**src/rtl/serial_shifter_rev.sv**
```systemverilog
// -----------------------------------------------------------------------------
// serial_shifter_rev
//
// Multi-cycle 16-bit shifter covering the shift directions that the
// single-cycle ALU shifter does not: logical right (SRL), arithmetic left with
// overflow detection (SLA) and rotate left (ROL). An operand is captured on a
// start pulse, shifted one position per clock and reported with a one-cycle
// done pulse. The issue logic stalls on busy while an operation is in flight.
//
// Build option:
//   SERIAL_SHIFTER_STEP4_EN  when defined, the SHIFT state moves four bit
//                            positions per clock while at least four remain,
//                            then finishes with single-position steps.
//                            Undefined (default): one position per clock.
//
// Ports:
//   clk        in   1      clock, rising edge
//   rst_n      in   1      asynchronous reset, active low
//   start      in   1      request, sampled only while idle
//   Shift_In   in   WIDTH  operand
//   Shift_Val  in   CNT_W  shift amount (0..WIDTH-1)
//   Mode       in   2      00=SRL, 01=SLA, 10=ROL, 11=illegal
//   busy       out  1      high whenever an operation is in progress
//   done       out  1      single-cycle completion pulse
//   Shift_Out  out  WIDTH  result, held until the next completion
//   ovf        out  1      SLA overflow, updated together with Shift_Out
//   err        out  1      illegal Mode, updated together with Shift_Out
//
// Latency: start sampled in cycle 0 gives done (and a valid Shift_Out) in
// cycle N+1 for N single steps; an illegal Mode or a zero shift amount
// completes in cycle 1.
// -----------------------------------------------------------------------------
module serial_shifter_rev #(
  parameter int WIDTH = 16,
  parameter int CNT_W = 4
) (
  input  logic             clk,
  input  logic             rst_n,
  input  logic             start,
  input  logic [WIDTH-1:0] Shift_In,
  input  logic [CNT_W-1:0] Shift_Val,
  input  logic [1:0]       Mode,
  output logic             busy,
  output logic             done,
  output logic [WIDTH-1:0] Shift_Out,
  output logic             ovf,
  output logic             err
);

  typedef enum logic [1:0] {
    ST_IDLE  = 2'b00,
    ST_SHIFT = 2'b01,
    ST_DONE  = 2'b10
  } state_t;

  localparam logic [1:0] MODE_SRL = 2'b00;
  localparam logic [1:0] MODE_SLA = 2'b01;
  localparam logic [1:0] MODE_ROL = 2'b10;
  localparam logic [1:0] MODE_ILL = 2'b11;

  // ---------------------------------------------------------------------------
  // State and working registers
  // ---------------------------------------------------------------------------
  state_t             state_q;
  logic [WIDTH-1:0]   work_q;
  logic [CNT_W-1:0]   cnt_q;
  logic [1:0]         mode_q;
  logic               ovf_acc_q;

  // Registered outputs
  logic               busy_q;
  logic               done_q;
  logic [WIDTH-1:0]   shift_out_q;
  logic               ovf_q;
  logic               err_q;

  // Next values of the working registers for one SHIFT cycle
  logic [WIDTH-1:0]   work_d;
  logic [CNT_W-1:0]   cnt_d;
  logic               ovf_acc_d;

  // ---------------------------------------------------------------------------
  // Single-position step candidates
  // ---------------------------------------------------------------------------
  logic [WIDTH-1:0]   srl1_w;
  logic [WIDTH-1:0]   sla1_w;
  logic [WIDTH-1:0]   rol1_w;
  logic               sla1_ovf_w;

  assign srl1_w     = {1'b0, work_q[WIDTH-1:1]};
  assign sla1_w     = {work_q[WIDTH-2:0], 1'b0};
  assign rol1_w     = {work_q[WIDTH-2:0], work_q[WIDTH-1]};
  // Shifting left by one flips the sign whenever the two top bits differ.
  assign sla1_ovf_w = work_q[WIDTH-1] ^ work_q[WIDTH-2];

`ifdef SERIAL_SHIFTER_STEP4_EN
  // ---------------------------------------------------------------------------
  // Four-position step candidates
  // ---------------------------------------------------------------------------
  logic [WIDTH-1:0]   srl4_w;
  logic [WIDTH-1:0]   sla4_w;
  logic [WIDTH-1:0]   rol4_w;
  logic               sla4_ovf_w;
  logic               use_step4_w;

  assign srl4_w     = {4'b0000, work_q[WIDTH-1:4]};
  assign sla4_w     = {work_q[WIDTH-5:0], 4'b0000};
  assign rol4_w     = {work_q[WIDTH-5:0], work_q[WIDTH-1:WIDTH-4]};
  // A 4-position left shift keeps the sign only if the top five bits all
  // equal the current sign bit; any mismatch means the sign changed at some
  // intermediate position, matching four single steps.
  assign sla4_ovf_w = (work_q[WIDTH-1:WIDTH-5] != {5{work_q[WIDTH-1]}});
  assign use_step4_w = (cnt_q >= CNT_W'(4));
`endif

  // ---------------------------------------------------------------------------
  // Step selection
  // ---------------------------------------------------------------------------
  always_comb begin
    work_d    = work_q;
    cnt_d     = cnt_q - CNT_W'(1);
    ovf_acc_d = ovf_acc_q;

`ifdef SERIAL_SHIFTER_STEP4_EN
    if (use_step4_w) begin
      cnt_d = cnt_q - CNT_W'(4);
      case (mode_q)
        MODE_SRL: work_d = srl4_w;
        MODE_SLA: begin
          work_d    = sla4_w;
          ovf_acc_d = ovf_acc_q | sla4_ovf_w;
        end
        MODE_ROL: work_d = rol4_w;
        default:  work_d = work_q;
      endcase
    end else begin
      case (mode_q)
        MODE_SRL: work_d = srl1_w;
        MODE_SLA: begin
          work_d    = sla1_w;
          ovf_acc_d = ovf_acc_q | sla1_ovf_w;
        end
        MODE_ROL: work_d = rol1_w;
        default:  work_d = work_q;
      endcase
    end
`else
    case (mode_q)
      MODE_SRL: work_d = srl1_w;
      MODE_SLA: begin
        work_d    = sla1_w;
        ovf_acc_d = ovf_acc_q | sla1_ovf_w;
      end
      MODE_ROL: work_d = rol1_w;
      // An illegal mode never reaches SHIFT; hold the operand regardless.
      default:  work_d = work_q;
    endcase
`endif
  end

  // ---------------------------------------------------------------------------
  // Controller: state, working registers and registered outputs
  // ---------------------------------------------------------------------------
  always_ff @(posedge clk or negedge rst_n) begin
    if (!rst_n) begin
      state_q     <= ST_IDLE;
      work_q      <= '0;
      cnt_q       <= '0;
      mode_q      <= MODE_SRL;
      ovf_acc_q   <= 1'b0;
      busy_q      <= 1'b0;
      done_q      <= 1'b0;
      shift_out_q <= '0;
      ovf_q       <= 1'b0;
      err_q       <= 1'b0;
    end else begin
      // done is a pulse: it is only raised on the edge that enters DONE.
      done_q <= 1'b0;

      case (state_q)
        ST_IDLE: begin
          if (start) begin
            work_q    <= Shift_In;
            cnt_q     <= Shift_Val;
            mode_q    <= Mode;
            ovf_acc_q <= 1'b0;
            busy_q    <= 1'b1;
            if ((Mode == MODE_ILL) || (Shift_Val == '0)) begin
              // Nothing to shift: the operand passes straight through.
              state_q     <= ST_DONE;
              done_q      <= 1'b1;
              shift_out_q <= Shift_In;
              ovf_q       <= 1'b0;
              err_q       <= (Mode == MODE_ILL);
            end else begin
              state_q <= ST_SHIFT;
            end
          end
        end

        ST_SHIFT: begin
          work_q    <= work_d;
          cnt_q     <= cnt_d;
          ovf_acc_q <= ovf_acc_d;
          if (cnt_d == '0) begin
            state_q     <= ST_DONE;
            done_q      <= 1'b1;
            shift_out_q <= work_d;
            // Only SLA ever sets the accumulator, so this is 0 for SRL/ROL.
            ovf_q       <= ovf_acc_d;
            err_q       <= 1'b0;
          end
        end

        ST_DONE: begin
          // Any start seen here is dropped; the requester waits for busy=0.
          state_q <= ST_IDLE;
          busy_q  <= 1'b0;
        end

        default: begin
          state_q <= ST_IDLE;
          busy_q  <= 1'b0;
        end
      endcase
    end
  end

  assign busy      = busy_q;
  assign done      = done_q;
  assign Shift_Out = shift_out_q;
  assign ovf       = ovf_q;
  assign err       = err_q;

endmodule

```
**config.mk**
```make
export PLATFORM = sky130hd
export DESIGN_NAME = serial_shifter_rev
export DESIGN_NICKNAME = d
export VERILOG_FILES = /design/src/rtl/serial_shifter_rev.sv
export SDC_FILE = /design/constraint.sdc
export NUM_CORES = 1
export LEC_CHECK = 0
export CAP_MARGIN = 20
export CORE_UTILIZATION = 45
export CTS_BUF_LIST = sky130_fd_sc_hd__clkbuf_4
export CTS_CLUSTER_DIAMETER = 80
export CTS_CLUSTER_SIZE = 8
export DETAILED_ROUTE_END_ITERATION = 8
export PLACE_DENSITY = 0.74
export SYNTH_ARGS = -nofsm -noshare
export SYNTH_HDL_FRONTEND = slang
export SYNTH_SLANG_ARGS = --single-unit
```
**constraint.sdc**
```tcl
create_clock -name clk -period 3.5 [get_ports clk]
set_input_delay 0.7 -clock clk [delete_from_list [all_inputs] [get_ports clk]]
set_output_delay 0.7 -clock clk [all_outputs]
set_load 0.1 [all_outputs]
```
==> summary.md <==
| Metric | Value |
|---|---|
| Outcome | complete, no violations |
| Hold Path Class | input pin to asynchronous set/reset pin |
| # Max-Cap Violations | 0 |
| Slew @ Worst Pin | 0.967 ns |
| Post-synthesis compound-gate area fraction | 10.2% |
| Setup bufs post-CTS | 0 |
| Clock Sinks | 45 |
| Post-Synthesis Cell Area | 2580 um2 |
| Area of the multi-input gates | 1280 um2 |
| Synth Area in XOR/XNOR | 0.339% |
| TNS Setup | 0 ns |
| Antenna violations before repair | 0 |
| Longest Clk Path Bufs | 2 |
| Vias in the first global route | 1795 |
| CTS H-tree depth | 2 |
| DR WL/cell | 13.8 um |
| Crit path cell chain | clkdlybuf4s50_1 |
| GRT overflow | 0 |
| Critical R2R Launch | state_q[0] |
| Post-synthesis register bit count | 45 |
| Crit path max-delay family | buffers and inverters |
| WP buf/inv | 1 |
| Grt met3 use | 3.76% |
| HPWL after DPL | 3320 um |
| Min Tclk post-route | 2.59 ns |
| Post-synthesis adder-cell area fraction | 0.970% |
| Most frequent cells in the layout | mux2i_1 (72), dfrtp_1 (45), clkdlybuf4s50_1 (43) |
| Share of layout cells above drive strength 1 | 6.99% |
| Rel. slew slack | 35.3% |
| Global-route wire length before repair | 8400 um |
| Grt met2 use | 29.3% |
| Synth unique cells | 35 |
| DRT Pass-1 Iters | 4 |
| Die area | 6040 um2 |
| Post-CTS Resized | 0 |
| CTS tree | yes |
| Avg Cell Area, Syn | 10.5 um2 |
| CTS root buf | clkbuf_4 |
| CP Data Arrival Time | 1.89 ns |
| Initial Util | 46.9% |
| CP Launch Point | ovf |
| Pins Over Slew Limit | 0 |
| M1 GR Usage | 23.1% |
| Global route hottest layer | met2 |
| Clk pin slew, worst setup/hold paths | 0.13 ns |
| CP peak stage delay | 1.14 ns |
| Post-DRT Antenna Nets | 0 |
| Largest net degree at the start of global routing | 46 |
| Simple-Gate Fraction of Synth Area | 8.78% |
| Clock Skew | 0.0175 ns |
| Hold_buf cts | 0 |
| Final hold vios | 0 |
| RSZ-0062 raised after global routing | no |
| Ys Warns | 0 |
| GPL Wtd Cong | 0.744 |
| Critical path type | flop to output port |
| Fmax | 386 MHz |
| GRT Total Usage | 17.8% |
| Placed Cells | 350 |
| Endpoints failing setup | 0 |
| Main combinational cell family by area after synthesis | multiplexers |
| CTS Buf Count | 5 |
| Commonest non-fill, non-tap cell in the layout | mux2i_1 |
| CP Max Fanout | 2 |
| Ports | 45 |
| Reg2Reg Setup Slack | 1.09 ns |
| Syn Inst Count | 246 |
| Mapped Nets | 273 |
| Endpoint type of the worst setup path | output port |
| Slowest library cell on the worst path | clkdlybuf4s50_1 |
| Final Cycle Share | 74.0% |
| Total area of sequential cells | 1130 um2 |
| Vias post-DR | 1815 |
| Core ar. | 5510 um2 |
| Drt drc | 0 |
| ANT cells | 0 |
| FP Rows | 27 |
| Worst Reg-to-Reg Cells | 6 |
| Die Ht | 77.7 um |
| Die width | 77.7 um |
| Worst R2R End | Shift_Out[6] |
| WP data required | 2.80 ns |
| Fillcell total | 472 |
| Port Buf Inserts | 44 |
| Mux share of post-synthesis cell area | 29.4% |
| Layout area overhead | 21.5% |
| Startpoint Class | flop |
| Clock Latency Late Sink | 0.36 ns |
| Layout Cells excl Fill | 358 |
| Total Routed Length | 4950 um |
| Initial detailed-routing violation count | 74 |
| Sequential area share after synthesis | 43.6% |
| Vias per cell | 5.07 |
| Nets@finish | 313 |
==> state kept, by name, indices dropped and copies added (netlist names), 2 cells and up <==
| signal | count |
|---|---|
| mode_q | 2 |
| cnt_q | 4 |
| state_q | 2 |
| work_q | 16 |
| Shift_Out | 16 |
==> cell type report <==
cell class	instances	area share, %
Clock buffer	5	1.20
Clock inverter	2	1.12
Inverter	20	2.40
Multi-Input combinational cell	165	41.0
Sequential cell	45	35.9
Tap cell	72	2.87
Timing Repair Buffer	49	15.5
==> cell families after synthesis <==
kind of cell | Yosys count
mux | 75
simple gates | 46
flops | 45
compound gates | 41
buf+inv | 36
fa+ha+maj | 2
xor+xnor | 1
==> cell usage after synthesis <==
master | instances | area share, %
nor2b_1 | 3 | 0.73
clkbuf_1 | 6 | 0.87
o32ai_1 | 1 | 0.34
a21oi_1 | 8 | 1.6
and3b_1 | 1 | 0.34
mux2i_1 | 72 | 28
buf_2 | 7 | 1.4
inv_1 | 20 | 2.9
nor3b_1 | 2 | 0.58
ha_1 | 2 | 0.97
nand2b_1 | 2 | 0.48
o21ai_0 | 1 | 0.19
nor4_1 | 1 | 0.24
buf_4 | 1 | 0.29
dfrtp_1 | 45 | 44
nand2_1 | 24 | 3.5
mux2_4 | 1 | 0.58
nor3b_2 | 1 | 0.48
or3_1 | 1 | 0.24
buf_6 | 1 | 0.44
o22a_1 | 4 | 1.4
a22oi_1 | 1 | 0.29
or3_4 | 1 | 0.44
or2_1 | 2 | 0.48
a221o_1 | 2 | 0.78
a31oi_4 | 1 | 0.82
a31oi_1 | 1 | 0.24
buf_12 | 1 | 0.78
mux2_1 | 2 | 0.87
and2_1 | 1 | 0.24
o21ai_1 | 19 | 3.7
o21ai_2 | 2 | 0.68
xor2_1 | 1 | 0.34
nor2_1 | 7 | 1.0
a21o_1 | 1 | 0.29
==> worst max path at each step <==
stage	slack, ns	endpoint	cells past startpoint
after floorplan	1.66	ovf	5
after global placement	0.90	Shift_Out[11]	6
after detailed placement	0.85	Shift_Out[6]	6
after CTS	0.88	ovf	1
after global routing	0.84	Shift_Out[6]	1
final	0.91	ovf	1
==> metrics by stage <==
step / instance area, um2 / setup WS, ns / hold slack (ns) / utilization [%]
after floorplan: 2580 / 1.66 / 0.404 / -
after global placement: 3040 / 0.899 / 0.461 / 55.2
after detailed placement: 3040 / 0.847 / 0.473 / 55.2
after CTS: 3110 / 0.880 / 0.503 / 56.6
after global routing: 3130 / 0.838 / 0.156 / 56.9
final: 3130 / 0.910 / 0.174 / 56.9
==> per-layer routing <==
| metal | vias to the layer above | routed length (um) |
|---|---|---|
| li1 | 933 | - |
| met3 | 6 | 205 |
| met1 | 840 | 2370 |
| met5 | - | 0 |
| met4 | 0 | 64 |
| met2 | 36 | 2310 |
Power is left out: the tool's default activity adds up to more than one toggle a clock period on the data nets, which glitch-free logic cannot reach.
